==> config.mk <==
export PLATFORM = sky130hd
export DESIGN_NAME = binary_mul_6_frame_acc_flat
export DESIGN_NICKNAME = d
export VERILOG_FILES = /design/src/rtl/binary_mul_6_frame_acc_if.sv /design/src/rtl/binary_mul_6_frame_acc.sv /design/src/flat_wrapper.sv
export SDC_FILE = /design/constraint.sdc
export NUM_CORES = 1
export LEC_CHECK = 0
export ABC_AREA = 1
export BUFFER_PORTS_ARGS = -buffer_cell sky130_fd_sc_hd__buf_2
export CAP_MARGIN = 20
export CORE_UTILIZATION = 36
export CTS_CLUSTER_SIZE = 10
export DETAILED_ROUTE_END_ITERATION = 8
export PLACE_DENSITY = 0.65
export SLEW_MARGIN = 20
export SYNTH_ARGS = -nofsm -noshare
export SYNTH_HDL_FRONTEND = slang
export SYNTH_SLANG_ARGS = --single-unit
==> constraint.sdc <==
create_clock -name clk -period 1.7 [get_ports clk]
set_clock_uncertainty 0.2 [all_clocks]
set_input_delay 0.17 -clock clk [delete_from_list [all_inputs] [get_ports clk]]
set_output_delay 0.17 -clock clk [all_outputs]
set_load 0.03 [all_outputs]
==> src/rtl/binary_mul_6_frame_acc_if.sv <==
// Operand, multiplier and frame-sum signals for binary_mul_6_frame_acc.
// slave is the block's view; master is the issuer/multiplier/consumer side.
interface binary_mul_6_frame_acc_if #(parameter int ACC_W = 16);
  logic             in_valid;
  logic             in_ready;
  logic [5:0]       in_a;
  logic [5:0]       in_b;
  logic [5:0]       mul_a;
  logic [5:0]       mul_b;
  logic             mul_en;
  logic [11:0]      mul_p;
  logic             out_valid;
  logic             out_ready;
  logic [ACC_W-1:0] out_sum;

  modport slave (
    input  in_valid, in_a, in_b, mul_p, out_ready,
    output in_ready, mul_a, mul_b, mul_en, out_valid, out_sum
  );
  modport master (
    output in_valid, in_a, in_b, mul_p, out_ready,
    input  in_ready, mul_a, mul_b, mul_en, out_valid, out_sum
  );
endinterface

==> src/rtl/binary_mul_6_frame_acc.sv <==
// Issues operand pairs to a fixed-latency 6x6 multiplier, sums each frame of
// LEN products and holds the frame sum in a valid/ready output register.
module binary_mul_6_frame_acc #(
  parameter int LATENCY = 7,
  parameter int LEN     = 4,
  parameter int ACC_W   = 16
) (
  input logic                    clk,
  input logic                    rst,
  binary_mul_6_frame_acc_if.slave bus
);
  localparam int CNT_W = (LEN > 1) ? $clog2(LEN) : 1;

  typedef enum logic {ACCUM, DRAIN} state_t;

  state_t           state;
  // The multiplier samples mul_a one edge after acceptance and its product
  // appears LATENCY edges later, so tags need LATENCY+1 stages.
  logic [LATENCY:0] tag, last_tag;
  logic [ACC_W-1:0] acc;
  logic [CNT_W-1:0] icnt;
  logic             pend;

  logic             take, is_last, out_free;
  logic [ACC_W-1:0] sum;

  assign take     = bus.in_valid & bus.in_ready;
  assign is_last  = (icnt == CNT_W'(LEN - 1));
  assign out_free = ~bus.out_valid | bus.out_ready;
  assign sum      = acc + ACC_W'(bus.mul_p);

  always_ff @(posedge clk) begin
    if (rst) begin
      state         <= ACCUM;
      tag           <= '0;
      last_tag      <= '0;
      acc           <= '0;
      icnt          <= '0;
      pend          <= 1'b0;
      bus.in_ready  <= 1'b0;
      bus.mul_a     <= '0;
      bus.mul_b     <= '0;
      bus.mul_en    <= 1'b0;
      bus.out_valid <= 1'b0;
      bus.out_sum   <= '0;
    end else begin
      bus.mul_en <= 1'b1;
      tag        <= {tag[LATENCY-1:0], take};
      last_tag   <= {last_tag[LATENCY-1:0], take & is_last};
      if (state == ACCUM) bus.in_ready <= 1'b1;

      if (take) begin
        bus.mul_a <= bus.in_a;
        bus.mul_b <= bus.in_b;
        if (is_last) begin
          icnt         <= '0;
          state        <= DRAIN;
          bus.in_ready <= 1'b0;
        end else begin
          icnt <= icnt + CNT_W'(1);
        end
      end

      if (bus.out_valid && bus.out_ready) bus.out_valid <= 1'b0;

      // A reload below overrides the handoff clear above.
      if (tag[LATENCY]) begin
        if (last_tag[LATENCY] && out_free) begin
          bus.out_sum   <= sum;
          bus.out_valid <= 1'b1;
          acc           <= '0;
          state         <= ACCUM;
          bus.in_ready  <= 1'b1;
        end else begin
          acc <= sum;
          if (last_tag[LATENCY]) pend <= 1'b1;
        end
      end else if (pend && out_free) begin
        bus.out_sum   <= acc;
        bus.out_valid <= 1'b1;
        acc           <= '0;
        pend          <= 1'b0;
        state         <= ACCUM;
        bus.in_ready  <= 1'b1;
      end
    end
  end
endmodule

==> src/flat_wrapper.sv <==
// flat-port wrapper written by rule: the top's interface ports become plain ports
module binary_mul_6_frame_acc_flat 
#(
  parameter int LATENCY = 7,
  parameter int LEN     = 4,
  parameter int ACC_W   = 16
)
  (clk, rst, bus_in_valid, bus_in_a, bus_in_b, bus_mul_p, bus_out_ready, bus_in_ready, bus_mul_a, bus_mul_b, bus_mul_en, bus_out_valid, bus_out_sum);
  binary_mul_6_frame_acc_if #(.ACC_W(ACC_W)) bus_i ();
  input logic clk;
  input logic rst;
  input wire logic [$bits(bus_i.in_valid)-1:0] bus_in_valid;
  input wire logic [$bits(bus_i.in_a)-1:0] bus_in_a;
  input wire logic [$bits(bus_i.in_b)-1:0] bus_in_b;
  input wire logic [$bits(bus_i.mul_p)-1:0] bus_mul_p;
  input wire logic [$bits(bus_i.out_ready)-1:0] bus_out_ready;
  output wire logic [$bits(bus_i.in_ready)-1:0] bus_in_ready;
  output wire logic [$bits(bus_i.mul_a)-1:0] bus_mul_a;
  output wire logic [$bits(bus_i.mul_b)-1:0] bus_mul_b;
  output wire logic [$bits(bus_i.mul_en)-1:0] bus_mul_en;
  output wire logic [$bits(bus_i.out_valid)-1:0] bus_out_valid;
  output wire logic [$bits(bus_i.out_sum)-1:0] bus_out_sum;
  assign bus_i.in_valid = bus_in_valid;
  assign bus_i.in_a = bus_in_a;
  assign bus_i.in_b = bus_in_b;
  assign bus_i.mul_p = bus_mul_p;
  assign bus_i.out_ready = bus_out_ready;
  assign bus_in_ready = bus_i.in_ready;
  assign bus_mul_a = bus_i.mul_a;
  assign bus_mul_b = bus_i.mul_b;
  assign bus_mul_en = bus_i.mul_en;
  assign bus_out_valid = bus_i.out_valid;
  assign bus_out_sum = bus_i.out_sum;
  binary_mul_6_frame_acc #(.LATENCY(LATENCY), .LEN(LEN), .ACC_W(ACC_W)) u_core (.clk(clk), .rst(rst), .bus(bus_i));
endmodule
==> run metrics <==
worst hold path class in2reg; Max transition margin 49.77%; clock tree from TritonCTS done; layout cells sized above 1 33.03%; number of buffers created by CTS 9; number of enable flip-flop cells after synthesis 0; Synth Area per Inst 7.062 um^2; CP arrival 1990 ps; fraction of the cycle the final worst path needs 114.0%; status complete, but fails checks; clk_lat worst skew 330 ps; highest achievable clock rate 515.9 MHz; Top delay family on crit path adder cells; fin area 4466 um^2; count of standard-cell rows 34; switching share of power 23.44%; Worst Hold Margin 30.81 ps; flip-flop and latch count after synthesis 67; Worst setup EP type flop; required time of the worst setup path 1760 ps; Clk pin slew, worst setup/hold paths 70 ps; Worst Hold Depth 4; vertical die dimension 96.48 um; growth of design area from synthesis to finish 38.98%; wire length of the first global-routing pass 13.61 mm; most common cell after layout, fill and taps aside sky130_fd_sc_hd__nand2_1; setup repair after global routing missed its margin true; critical path's slowest cell sky130_fd_sc_hd__fa_2; Post-DRT Antenna Nets 0; detailed placer's ending HPWL 5.717 mm; fin. max-slew vios 0; H-Tree Level Count 3; post-detailed-routing wire length 8.708 mm; initial antenna violation count 0; Final Net Count 595; worst setup path start u_core.acc[0]$_SDFFE_PP0P_; buffer depth of the longest clock path 2; startpoint of the lowest-slack register-to-register path u_core.acc[0]$_SDFFE_PP0P_; largest net degree at the start of global routing 35; leakage power total 2.004 nW; largest voltage drop on the vdd net 0.5694 mV; fraction of the yosys area taken by sequential cells 41.74%; number of top-level pins 59; core area 8678 um^2; number of unique standard cell types used by synthesis 33; final core area utilization 51.46%; number of design rule violations left after detail routing 0; gate count of the mapped netlist 455; area of placed instances 3839 um^2; depth of the worst register-to-register path 8; Seq. cell area 1359 um^2; Synth async-reset ratio 0%; slack of the worst reg-to-reg path -240 ps; net count after synthesis 497; mean routed wirelength per cell 13.09 um; fillcell total 812; longest individual stage delay on the worst path 350 ps; diodes inserted 0; minimum clock period 1939 ps; Die Footprint 9307 um^2; per-cell via count in the routed design 4.856; die span in x 96.48 um; grt ovf 0; sort of element at the start of the critical path flop; final-report setup violation count 22; critical path start-end classification reg2reg; post-synthesis cell area 3213 um^2; violations in the final reports negative setup slack; number of port buffers 58; count of max-cap constraint violations 0; Internal Power 2.487 mW; placer congestion estimate 0.8383; PwrDens 727.6 nW/um^2; clock sink total 67; count of routing violations after the opening detailed-route iteration 165; clock group share of total power 40.3%; GRT Resource Usage Total 19.18%; endpoint of the lowest-slack register-to-register path u_core.acc[8]$_SDFFE_PP0P_; net switching power 0.7617 mW; transition time of the tightest slew-check pin 752.6 ps; Final WS setup -238.5 ps; hold path endpoint u_core.pend$_SDFFE_PP0P_; CP cell instances ha_4 -> fa_2 -> nand2_2 -> a21oi_2 -> a21oi_2 -> xnor2_2 -> nand3_1 -> a21oi_2; count of TritonRoute iterations in the first routing pass 4; library cell appearing most often on the critical path sky130_fd_sc_hd__a21oi_2; setup tns final -2029 ps; source of the worst hold timing path bus_out_ready; maximum fanout encountered on the critical timing path 3; via count of the first global-routing pass 3036; vias post-DR 3229; master cell of the clock root buffer sky130_fd_sc_hd__clkbuf_8; Flop pwr share 49.6%; synth warn 0; count of buffer and inverter cells on the critical path 0; number of hold violations in the final report 0; commonest cells after routing, fill and taps aside sky130_fd_sc_hd__nand2_1 (89), sky130_fd_sc_hd__nor2_1 (58), sky130_fd_sc_hd__buf_2 (58); prevailing post-synth register cell sky130_fd_sc_hd__dfxtp_1; area of combinational cells with multiple inputs 1882 um^2; initial core utilization 37.02%; part of the total power dissipated in combinational logic 10.1%
[logic make-up (layout without fill, tap and decap cells)]
logic type	Yosys count	count (layout)	share of synthesized area (%)
simple gates	205	205	26.60
compound gates	91	91	15.26
buf+inv	73	175	9.346
flops	67	67	41.74
fa+ha+maj	14	14	5.686
xor+xnor	5	5	1.363
[per-stage QoR]
stage,cells,total power [mW],setup slack [ps]
global route,665,3.398,-335.7
global placement,637,1.908,-148.2
CTS,664,3.251,-192.1
floorplan,455,1.803,-68.96
detailed placement,637,1.913,-191.0
finish,665,3.249,-238.5
[synthesized netlist by cell type (2+ instances only)]
| master | number | share of area [%] |
|---|---|---|
| sky130_fd_sc_hd__nand2_2 | 2 | 0.39 |
| sky130_fd_sc_hd__ha_1 | 13 | 5.1 |
| sky130_fd_sc_hd__a211oi_1 | 2 | 0.47 |
| sky130_fd_sc_hd__nor3_1 | 2 | 0.31 |
| sky130_fd_sc_hd__a21oi_2 | 2 | 0.55 |
| sky130_fd_sc_hd__dfxtp_1 | 67 | 42 |
| sky130_fd_sc_hd__nand4_1 | 5 | 0.97 |
| sky130_fd_sc_hd__inv_1 | 52 | 6.1 |
| sky130_fd_sc_hd__nand3b_1 | 2 | 0.47 |
| sky130_fd_sc_hd__buf_2 | 6 | 0.93 |
| sky130_fd_sc_hd__a21oi_1 | 50 | 7.8 |
| sky130_fd_sc_hd__and2_1 | 2 | 0.39 |
| sky130_fd_sc_hd__buf_4 | 3 | 0.70 |
| sky130_fd_sc_hd__nor2_2 | 3 | 0.58 |
| sky130_fd_sc_hd__nand2_1 | 104 | 12 |
| sky130_fd_sc_hd__nand3_1 | 22 | 3.4 |
| sky130_fd_sc_hd__clkbuf_1 | 9 | 1.1 |
| sky130_fd_sc_hd__inv_2 | 2 | 0.23 |
| sky130_fd_sc_hd__o21ai_0 | 30 | 4.7 |
| sky130_fd_sc_hd__o21ai_1 | 2 | 0.31 |
| sky130_fd_sc_hd__nor2_1 | 59 | 6.9 |
| sky130_fd_sc_hd__xor2_1 | 3 | 0.82 |
| sky130_fd_sc_hd__xnor2_1 | 2 | 0.55 |
| sky130_fd_sc_hd__a31oi_1 | 2 | 0.39 |
[area by class of cell]
type	count	area share, %
Clock buffer	13	3.558
Tap cell	108	3.026
Inverter	54	4.539
Timing Repair Buffer	106	15.52
Multi-Input combinational cell	315	42.14
Sequential cell	67	30.43
Clock inverter	2	0.7845
[per-layer routing]
layer | GRT usage (%) | vias to the layer above | wire length [um]
met5 | 0 | - | 0
met4 | 7.721 | 0 | 100
met3 | 4.069 | 9 | 593
met2 | 32.28 | 97 | 4093
met1 | 23.80 | 1477 | 3920
li1 | - | 1646 | -
[power by group through the flow]
stage	Sequential [mW]	Clock [mW]	Combinational, mW
2_1_floorplan	1.69	0	0.112
3_3_place_gp	1.65	0	0.262
3_5_place_dp	1.65	0	0.266
4_1_cts	1.61	1.34	0.294
5_1_grt	1.61	1.43	0.357
6_report	1.61	1.31	0.329
[worst max path at each step]
stage	end	slack, ps	cells past startpoint
floorplan	u_core.bus.out_sum[14]$_SDFFE_PP0P_	-70	11
global placement	u_core.bus.out_sum[14]$_SDFFE_PP0P_	-150	11
detailed placement	u_core.acc[14]$_SDFFE_PP0P_	-190	11
CTS	u_core.acc[14]$_SDFFE_PP0P_	-190	11
global route	u_core.acc[8]$_SDFFE_PP0P_	-340	8
finish	u_core.acc[8]$_SDFFE_PP0P_	-240	8
[registers in the layout (all words and copies together) (netlist names)]
name and flops:
u_core.acc 16, u_core.bus.in_ready 1, u_core.bus.mul_a 6, u_core.bus.mul_b 6, u_core.bus.mul_en 1, u_core.bus.out_sum 16
u_core.bus.out_valid 1, u_core.icnt 2, u_core.last_tag 8, u_core.pend 1, u_core.state 1, u_core.tag 8
[worst register-to-register path, stage by stage, from the launching register on]
cell                      delay [ps]
sky130_fd_sc_hd__dfxtp_2         340
sky130_fd_sc_hd__ha_4            160
sky130_fd_sc_hd__fa_2            350
sky130_fd_sc_hd__nand2_2          90
sky130_fd_sc_hd__a21oi_2         100
sky130_fd_sc_hd__a21oi_2         200
sky130_fd_sc_hd__xnor2_2         160
sky130_fd_sc_hd__nand3_1         140
sky130_fd_sc_hd__a21oi_2         140
[timing repair]
item,in CTS,in global routing
hold endpoints to repair,12,0
buffers inserted,0,1
pin swaps,1,10
hold buffers,12,0
endpoints found under the setup margin,26,29
cloned,0,0
gates resized for setup,7,60
No activity file was read; power rests on OpenSTA's default activity.
